File: src/rtl/redmule_job_sequencer.sv
// Queues RedMulE GEMM job descriptors and runs them one at a time: program the
// operand/size registers over a req/gnt port, write the trigger, then wait for done.
module redmule_job_sequencer #(
    parameter int DEPTH = 4,
    parameter int CNT_W = 16
) (
    input  logic                     clk_i,
    input  logic                     rst_i,
    input  logic                     job_valid_i,
    output logic                     job_ready_o,
    input  logic [143:0]             job_i,
    input  logic                     abort_i,
    output logic                     cfg_req_o,
    input  logic                     cfg_gnt_i,
    output logic [7:0]               cfg_addr_o,
    output logic [31:0]              cfg_wdata_o,
    input  logic                     redmule_done_i,
    output logic                     busy_o,
    output logic                     job_done_o,
    output logic                     err_o,
    output logic [CNT_W-1:0]         jobs_done_cnt_o,
    output logic [$clog2(DEPTH):0]   queue_cnt_o
);

    localparam int PW = $clog2(DEPTH);
    localparam logic [PW:0] FULL_CNT = (PW+1)'(DEPTH);
    localparam logic [2:0]  LAST_IDX = 3'd5;

    typedef enum logic [1:0] {IDLE, CFG, WAIT} state_e;

    state_e             state_q, state_d;
    logic [143:0]       mem_q [DEPTH];
    logic [PW-1:0]      wr_ptr_q, wr_ptr_d, rd_ptr_q, rd_ptr_d;
    logic [PW:0]        cnt_q, cnt_d;
    logic [143:0]       job_q, job_d;
    logic [2:0]         idx_q, idx_d;
    logic               cfg_req_q, cfg_req_d;
    logic [7:0]         cfg_addr_q, cfg_addr_d;
    logic [31:0]        cfg_wdata_q, cfg_wdata_d;
    logic               job_done_q, job_done_d;
    logic               err_q, err_d;
    logic [CNT_W-1:0]   jobs_cnt_q, jobs_cnt_d;

    logic               full, push, pop, head_zero;
    logic [143:0]       head;

    // Register image of a job: {addr, data} for write slot i; slot 5 is the trigger.
    function automatic logic [39:0] reg_write(input logic [2:0] i, input logic [143:0] j);
        case (i)
            3'd0:    reg_write = {8'h00, j[31:0]};
            3'd1:    reg_write = {8'h04, j[63:32]};
            3'd2:    reg_write = {8'h08, j[95:64]};
            3'd3:    reg_write = {8'h0C, j[127:96]};
            3'd4:    reg_write = {8'h10, 16'h0, j[143:128]};
            default: reg_write = {8'h18, 32'h0};
        endcase
    endfunction

    always_comb begin
        full      = (cnt_q == FULL_CNT);
        head      = mem_q[rd_ptr_q];
        head_zero = (head[111:96] == 16'd0) || (head[127:112] == 16'd0) || (head[143:128] == 16'd0);
        push      = job_valid_i && !full && !abort_i;
        pop       = (state_q == IDLE) && (cnt_q != '0) && !abort_i;

        if (abort_i) begin
            wr_ptr_d = '0;
            rd_ptr_d = '0;
            cnt_d    = '0;
        end else begin
            wr_ptr_d = wr_ptr_q + PW'(push);
            rd_ptr_d = rd_ptr_q + PW'(pop);
            cnt_d    = cnt_q + (PW+1)'(push) - (PW+1)'(pop);
        end

        state_d     = state_q;
        job_d       = job_q;
        idx_d       = idx_q;
        cfg_req_d   = cfg_req_q;
        cfg_addr_d  = cfg_addr_q;
        cfg_wdata_d = cfg_wdata_q;
        jobs_cnt_d  = jobs_cnt_q;
        job_done_d  = 1'b0;
        err_d       = 1'b0;

        case (state_q)
            IDLE: begin
                if (pop) begin
                    if (head_zero) begin
                        err_d = 1'b1;
                    end else begin
                        state_d                   = CFG;
                        job_d                     = head;
                        idx_d                     = 3'd0;
                        cfg_req_d                 = 1'b1;
                        {cfg_addr_d, cfg_wdata_d} = reg_write(3'd0, head);
                    end
                end
            end
            CFG: begin
                // Abort wins over a grant arriving in the same cycle.
                if (abort_i) begin
                    state_d   = IDLE;
                    cfg_req_d = 1'b0;
                end else if (cfg_gnt_i) begin
                    if (idx_q == LAST_IDX) begin
                        state_d   = WAIT;
                        cfg_req_d = 1'b0;
                    end else begin
                        idx_d                     = idx_q + 3'd1;
                        {cfg_addr_d, cfg_wdata_d} = reg_write(idx_q + 3'd1, job_q);
                    end
                end
            end
            WAIT: begin
                if (redmule_done_i) begin
                    state_d    = IDLE;
                    job_done_d = 1'b1;
                    jobs_cnt_d = jobs_cnt_q + CNT_W'(1);
                end
            end
            default: state_d = IDLE;
        endcase

        if (redmule_done_i && (state_q != WAIT)) err_d = 1'b1;
    end

    always_ff @(posedge clk_i) begin
        if (push) mem_q[wr_ptr_q] <= job_i;
    end

    always_ff @(posedge clk_i) begin
        if (rst_i) begin
            state_q     <= IDLE;
            wr_ptr_q    <= '0;
            rd_ptr_q    <= '0;
            cnt_q       <= '0;
            job_q       <= '0;
            idx_q       <= '0;
            cfg_req_q   <= 1'b0;
            cfg_addr_q  <= '0;
            cfg_wdata_q <= '0;
            job_done_q  <= 1'b0;
            err_q       <= 1'b0;
            jobs_cnt_q  <= '0;
        end else begin
            state_q     <= state_d;
            wr_ptr_q    <= wr_ptr_d;
            rd_ptr_q    <= rd_ptr_d;
            cnt_q       <= cnt_d;
            job_q       <= job_d;
            idx_q       <= idx_d;
            cfg_req_q   <= cfg_req_d;
            cfg_addr_q  <= cfg_addr_d;
            cfg_wdata_q <= cfg_wdata_d;
            job_done_q  <= job_done_d;
            err_q       <= err_d;
            jobs_cnt_q  <= jobs_cnt_d;
        end
    end

    assign job_ready_o     = !full;
    assign cfg_req_o       = cfg_req_q;
    assign cfg_addr_o      = cfg_addr_q;
    assign cfg_wdata_o     = cfg_wdata_q;
    assign busy_o          = (state_q != IDLE) || (cnt_q != '0);
    assign job_done_o      = job_done_q;
    assign err_o           = err_q;
    assign jobs_done_cnt_o = jobs_cnt_q;
    assign queue_cnt_o     = cnt_q;

endmodule

File: config.mk
export PLATFORM = sky130hd
export DESIGN_NAME = redmule_job_sequencer
export DESIGN_NICKNAME = d
export VERILOG_FILES = /design/src/rtl/redmule_job_sequencer.sv
export SDC_FILE = /design/constraint.sdc
export NUM_CORES = 1
export LEC_CHECK = 0
export BUFFER_PORTS_ARGS = -buffer_cell sky130_fd_sc_hd__buf_2
export CORE_UTILIZATION = 50
export CTS_CLUSTER_DIAMETER = 100
export DETAILED_ROUTE_END_ITERATION = 6
export PLACE_DENSITY = 0.69
export SYNTH_ARGS = -nofsm -noshare
export SYNTH_HDL_FRONTEND = slang
export SYNTH_SLANG_ARGS = --single-unit
File: constraint.sdc
create_clock -name clk_i -period 38.9 [get_ports clk_i]
set_input_delay 3.89 -clock clk_i [delete_from_list [all_inputs] [get_ports clk_i]]
set_output_delay 3.89 -clock clk_i [all_outputs]
set_load 0.005 [all_outputs]
==> results_dict.tcl <==
set metrics [dict create \
    die-area_um2 60060 \
    synth_area_um2 29540 \
    cp_max_fo 68 \
    violations "DRC" \
    p_sw_mw 0.3694 \
    avgSynthCellArea_um2 17.04 \
    post_drt_wl_per_cell_um 24.07 \
    grt_util_all_layers_pct 22.39 \
    synth_cell_types 43 \
    power.density_nw_per_um2 52.09 \
    max_slew.worst_pin.slew_ns 1.179 \
    clock_latency_ns 0.62 \
    gp_congestion 0.8342 \
    synthToLayoutAreaGrowth_pct 14.54 \
    worstPathArrival_ns 6.51 \
    hold_slack_ns 0.4562 \
    multi_input_area_um2 7483 \
    clkSlewWorstSetupHoldPaths_ns 0.06 \
    critPathMaxStageDelay_ns 0.83 \
    grt_max_degree 133 \
    p_sw_share_pct 20.96 \
    cts_root_buf "clkbuf_16" \
    cellLeakagePower_nw 11.02 \
    pwr-share-comb_pct 5.0 \
    critPathCaptureType "register" \
    synth-seq-cells 786 \
    min_period_ns 5.984 \
    antenna_left 0 \
    hp-class "register to register" \
    row_count 88 \
    status "complete, but fails checks" \
    synthFlopType "edfxtp_1" \
    rsz0062_at_grt "no" \
    ctsResizeCount 0 \
    crit_cells 7 \
    slowest_stage "buf_4" \
    final_cell_mix "edfxtp_1 (576), dfxtp_1 (208), buf_2 (207), mux4_2 (144), nor2_1 (118)" \
    met2_usage_pct 33.70 \
    drtIter0Drc 1858 \
    synth-seq-area-share_pct 72.77 \
    cts_buffer_depth 3 \
    tritoncts "yes" \
    cts_buffers 79 \
    die_h_um 245.1 \
    nets 2092 \
    cp_cell_sequence "buf_2 > nor4_1 > buf_4 > and4_4 > buf_4 > o221ai_1 > a21oi_1" \
    top_usage_layer "met2" \
    grt_pass1_wl_mm 99.39 \
    overflow 0 \
    clock_sinks 786 \
    port_buffers 208 \
    critical_path.startpoint_type "input port" \
    met3_usage_pct 5.740 \
    setup_tns_ns 0 \
    h-tree-depth 3 \
    cts_setup_buffers 0 \
    die_x_um 245.1 \
    cap_violations 0 \
    drive_gt1_share_pct 25.04 \
    fin_skew_ns 0.02423 \
    min_path_cells 2 \
    setup_viol 0 \
    vias_per_cell 5.867 \
    async_reset_ff_share_pct 0 \
    p_int_mw 1.393 \
    worst-path-buf-inv 3 \
    remaining_drc_errors 17 \
    r2r-start "rd_ptr_q[0]" \
    final_common_cell "edfxtp_1" \
    hold_viol_final 0 \
    pwr-share-seq_pct 52.8 \
    ioPinCount 214 \
    fmaxAchievable_mhz 167.1 \
    antenna_found_initial 13 \
    syn_inst 1734 \
    yosys_warnings 0 \
    drt-total-wl_mm 66.63 \
    core_area_um2 58030 \
    register_area_um2 21510 \
    reg2reg_slack_ns 33.86 \
    num_vias 16240 \
    dp_slack_ns 32.34 \
    path_class "input port to register" \
    drv_slew 0 \
    nFillCells 4339 \
    maxSlewHeadroom_pct 21.37 \
    power.total_mw 1.763 \
    cp_top_family "buffers and inverters" \
    hold_buffers 0 \
    start_util_pct 50.92 \
    peakVddDrop_mv 0.03248 \
    timing.final.ws_setup_ns 32.92 \
    grt.met1_usage_pct 31.32 \
    synth-edff-count 576 \
    drtPass1Iterations 7 \
    worstPathRequired_ns 39.42 \
    final_util_pct 58.32 \
    grt_pass1_vias 16170 \
    hold_start "job_q[111]" \
    whs_endpoint "job_q[111]" \
    r2r_end "cfg_wdata_o[24]" \
    fin_crit_sh_pct 15.38 \
    power_frac_clock_pct 42.2 \
    cpMostUsedCell "buf_4" \
    reg2reg_depth 8 \
    dp_hpwl_mm 41.64 \
]
## synth_stat cells, types with 2 or more instances
library cell,instances,area share [%]
a22oi_1,17,0.43
mux4_2,144,11
dfxtp_1,210,14
nor4_1,13,0.28
nand3_1,42,0.71
xor2_1,9,0.27
buf_4,8,0.20
nand2b_1,3,0.064
edfxtp_1,576,59
nor3_1,42,0.71
mux2i_1,96,3.3
a21oi_1,77,1.3
and3_1,4,0.085
a221o_1,16,0.54
buf_1,10,0.13
buf_6,6,0.23
o221ai_1,17,0.50
nand2_1,111,1.4
a22o_1,16,0.47
nand4_1,8,0.17
nor2_1,119,1.5
nor2b_1,2,0.042
o21ai_0,5,0.085
ha_1,11,0.47
and2_1,8,0.17
buf_2,23,0.39
clkbuf_1,77,0.98
inv_1,9,0.11
or3_1,3,0.064
and4_1,2,0.059
a222oi_1,32,1.1
xnor2_1,7,0.21
## sequential cells by signal, indices dropped and copies added (netlist names)
signal,cells
idx_q,3
queue_cnt_o,3
job_done_o,1
mem_q,576
rd_ptr_q,2
cfg_wdata_o,32
cfg_addr_o,3
cfg_req_o,1
state_q,2
wr_ptr_q,2
job_q,144
err_o,1
jobs_done_cnt_o,16
## tightest hold or removal path, cell delays in order (launching register included)
cell     delay (ns)
dfxtp_1        0.31
nand2_1        0.05
a21oi_1        0.05
## worst max path at each step
stage | startpoint | end | slack, ns
finish | abort_i | cfg_wdata_o[0] | 32.92
global route | abort_i | job_q[43] | 32.71
floorplan | abort_i | mem_q[1][0] | 23.27
global placement | abort_i | mem_q[1][41] | 32.36
CTS | abort_i | job_q[36] | 32.96
detailed placement | abort_i | job_q[82] | 32.34
## cell families (layout without fill, tap and decap cells)
family	count (synthesis)	after routing	share of synthesized area, %
flops	786	786	72.77
simple gates	360	360	5.353
mux	240	240	14.23
compound gates	186	186	4.582
buf+inv	133	392	2.041
xor+xnor	16	16	0.4743
fa+ha+maj	12	12	0.5336
other cells	1	11	0.01269
## per-layer routing
layer  routed length (um)  vias up
met5                   87        -
met4                 2080       14
met3                 5847      124
met2                30500      631
met1                28110     8231
li1                     -     7239
## area by class of cell
cell class / count / share of cell area, %
Timing Repair Buffer: 235 / 3.731
Sequential cell: 786 / 63.56
Inverter: 9 / 0.09983
Clock inverter: 31 / 0.8393
Tap cell: 765 / 2.828
Clock buffer: 117 / 6.788
Antenna cell: 6 / 0.04437
Multi-Input combinational cell: 819 / 22.11
## stage by stage
stage,std cells,instance area [um2]
3_3_place_gp,2614,31250
2_1_floorplan,1738,29560
6_report,2768,33840
4_1_cts,2762,33830
3_5_place_dp,2614,31250
5_1_grt,2765,33830
## power by group through the flow
stage	sequential [mW]	clock [mW]	combinational, mW
3_5_place_dp	0.948	0	0.0875
2_1_floorplan	0.947	0	0.0550
4_1_cts	0.930	0.758	0.0879
6_report	0.930	0.745	0.0876
5_1_grt	0.932	0.790	0.0948
3_3_place_gp	0.947	0	0.0848
No activity file was read; power rests on OpenSTA's default activity.
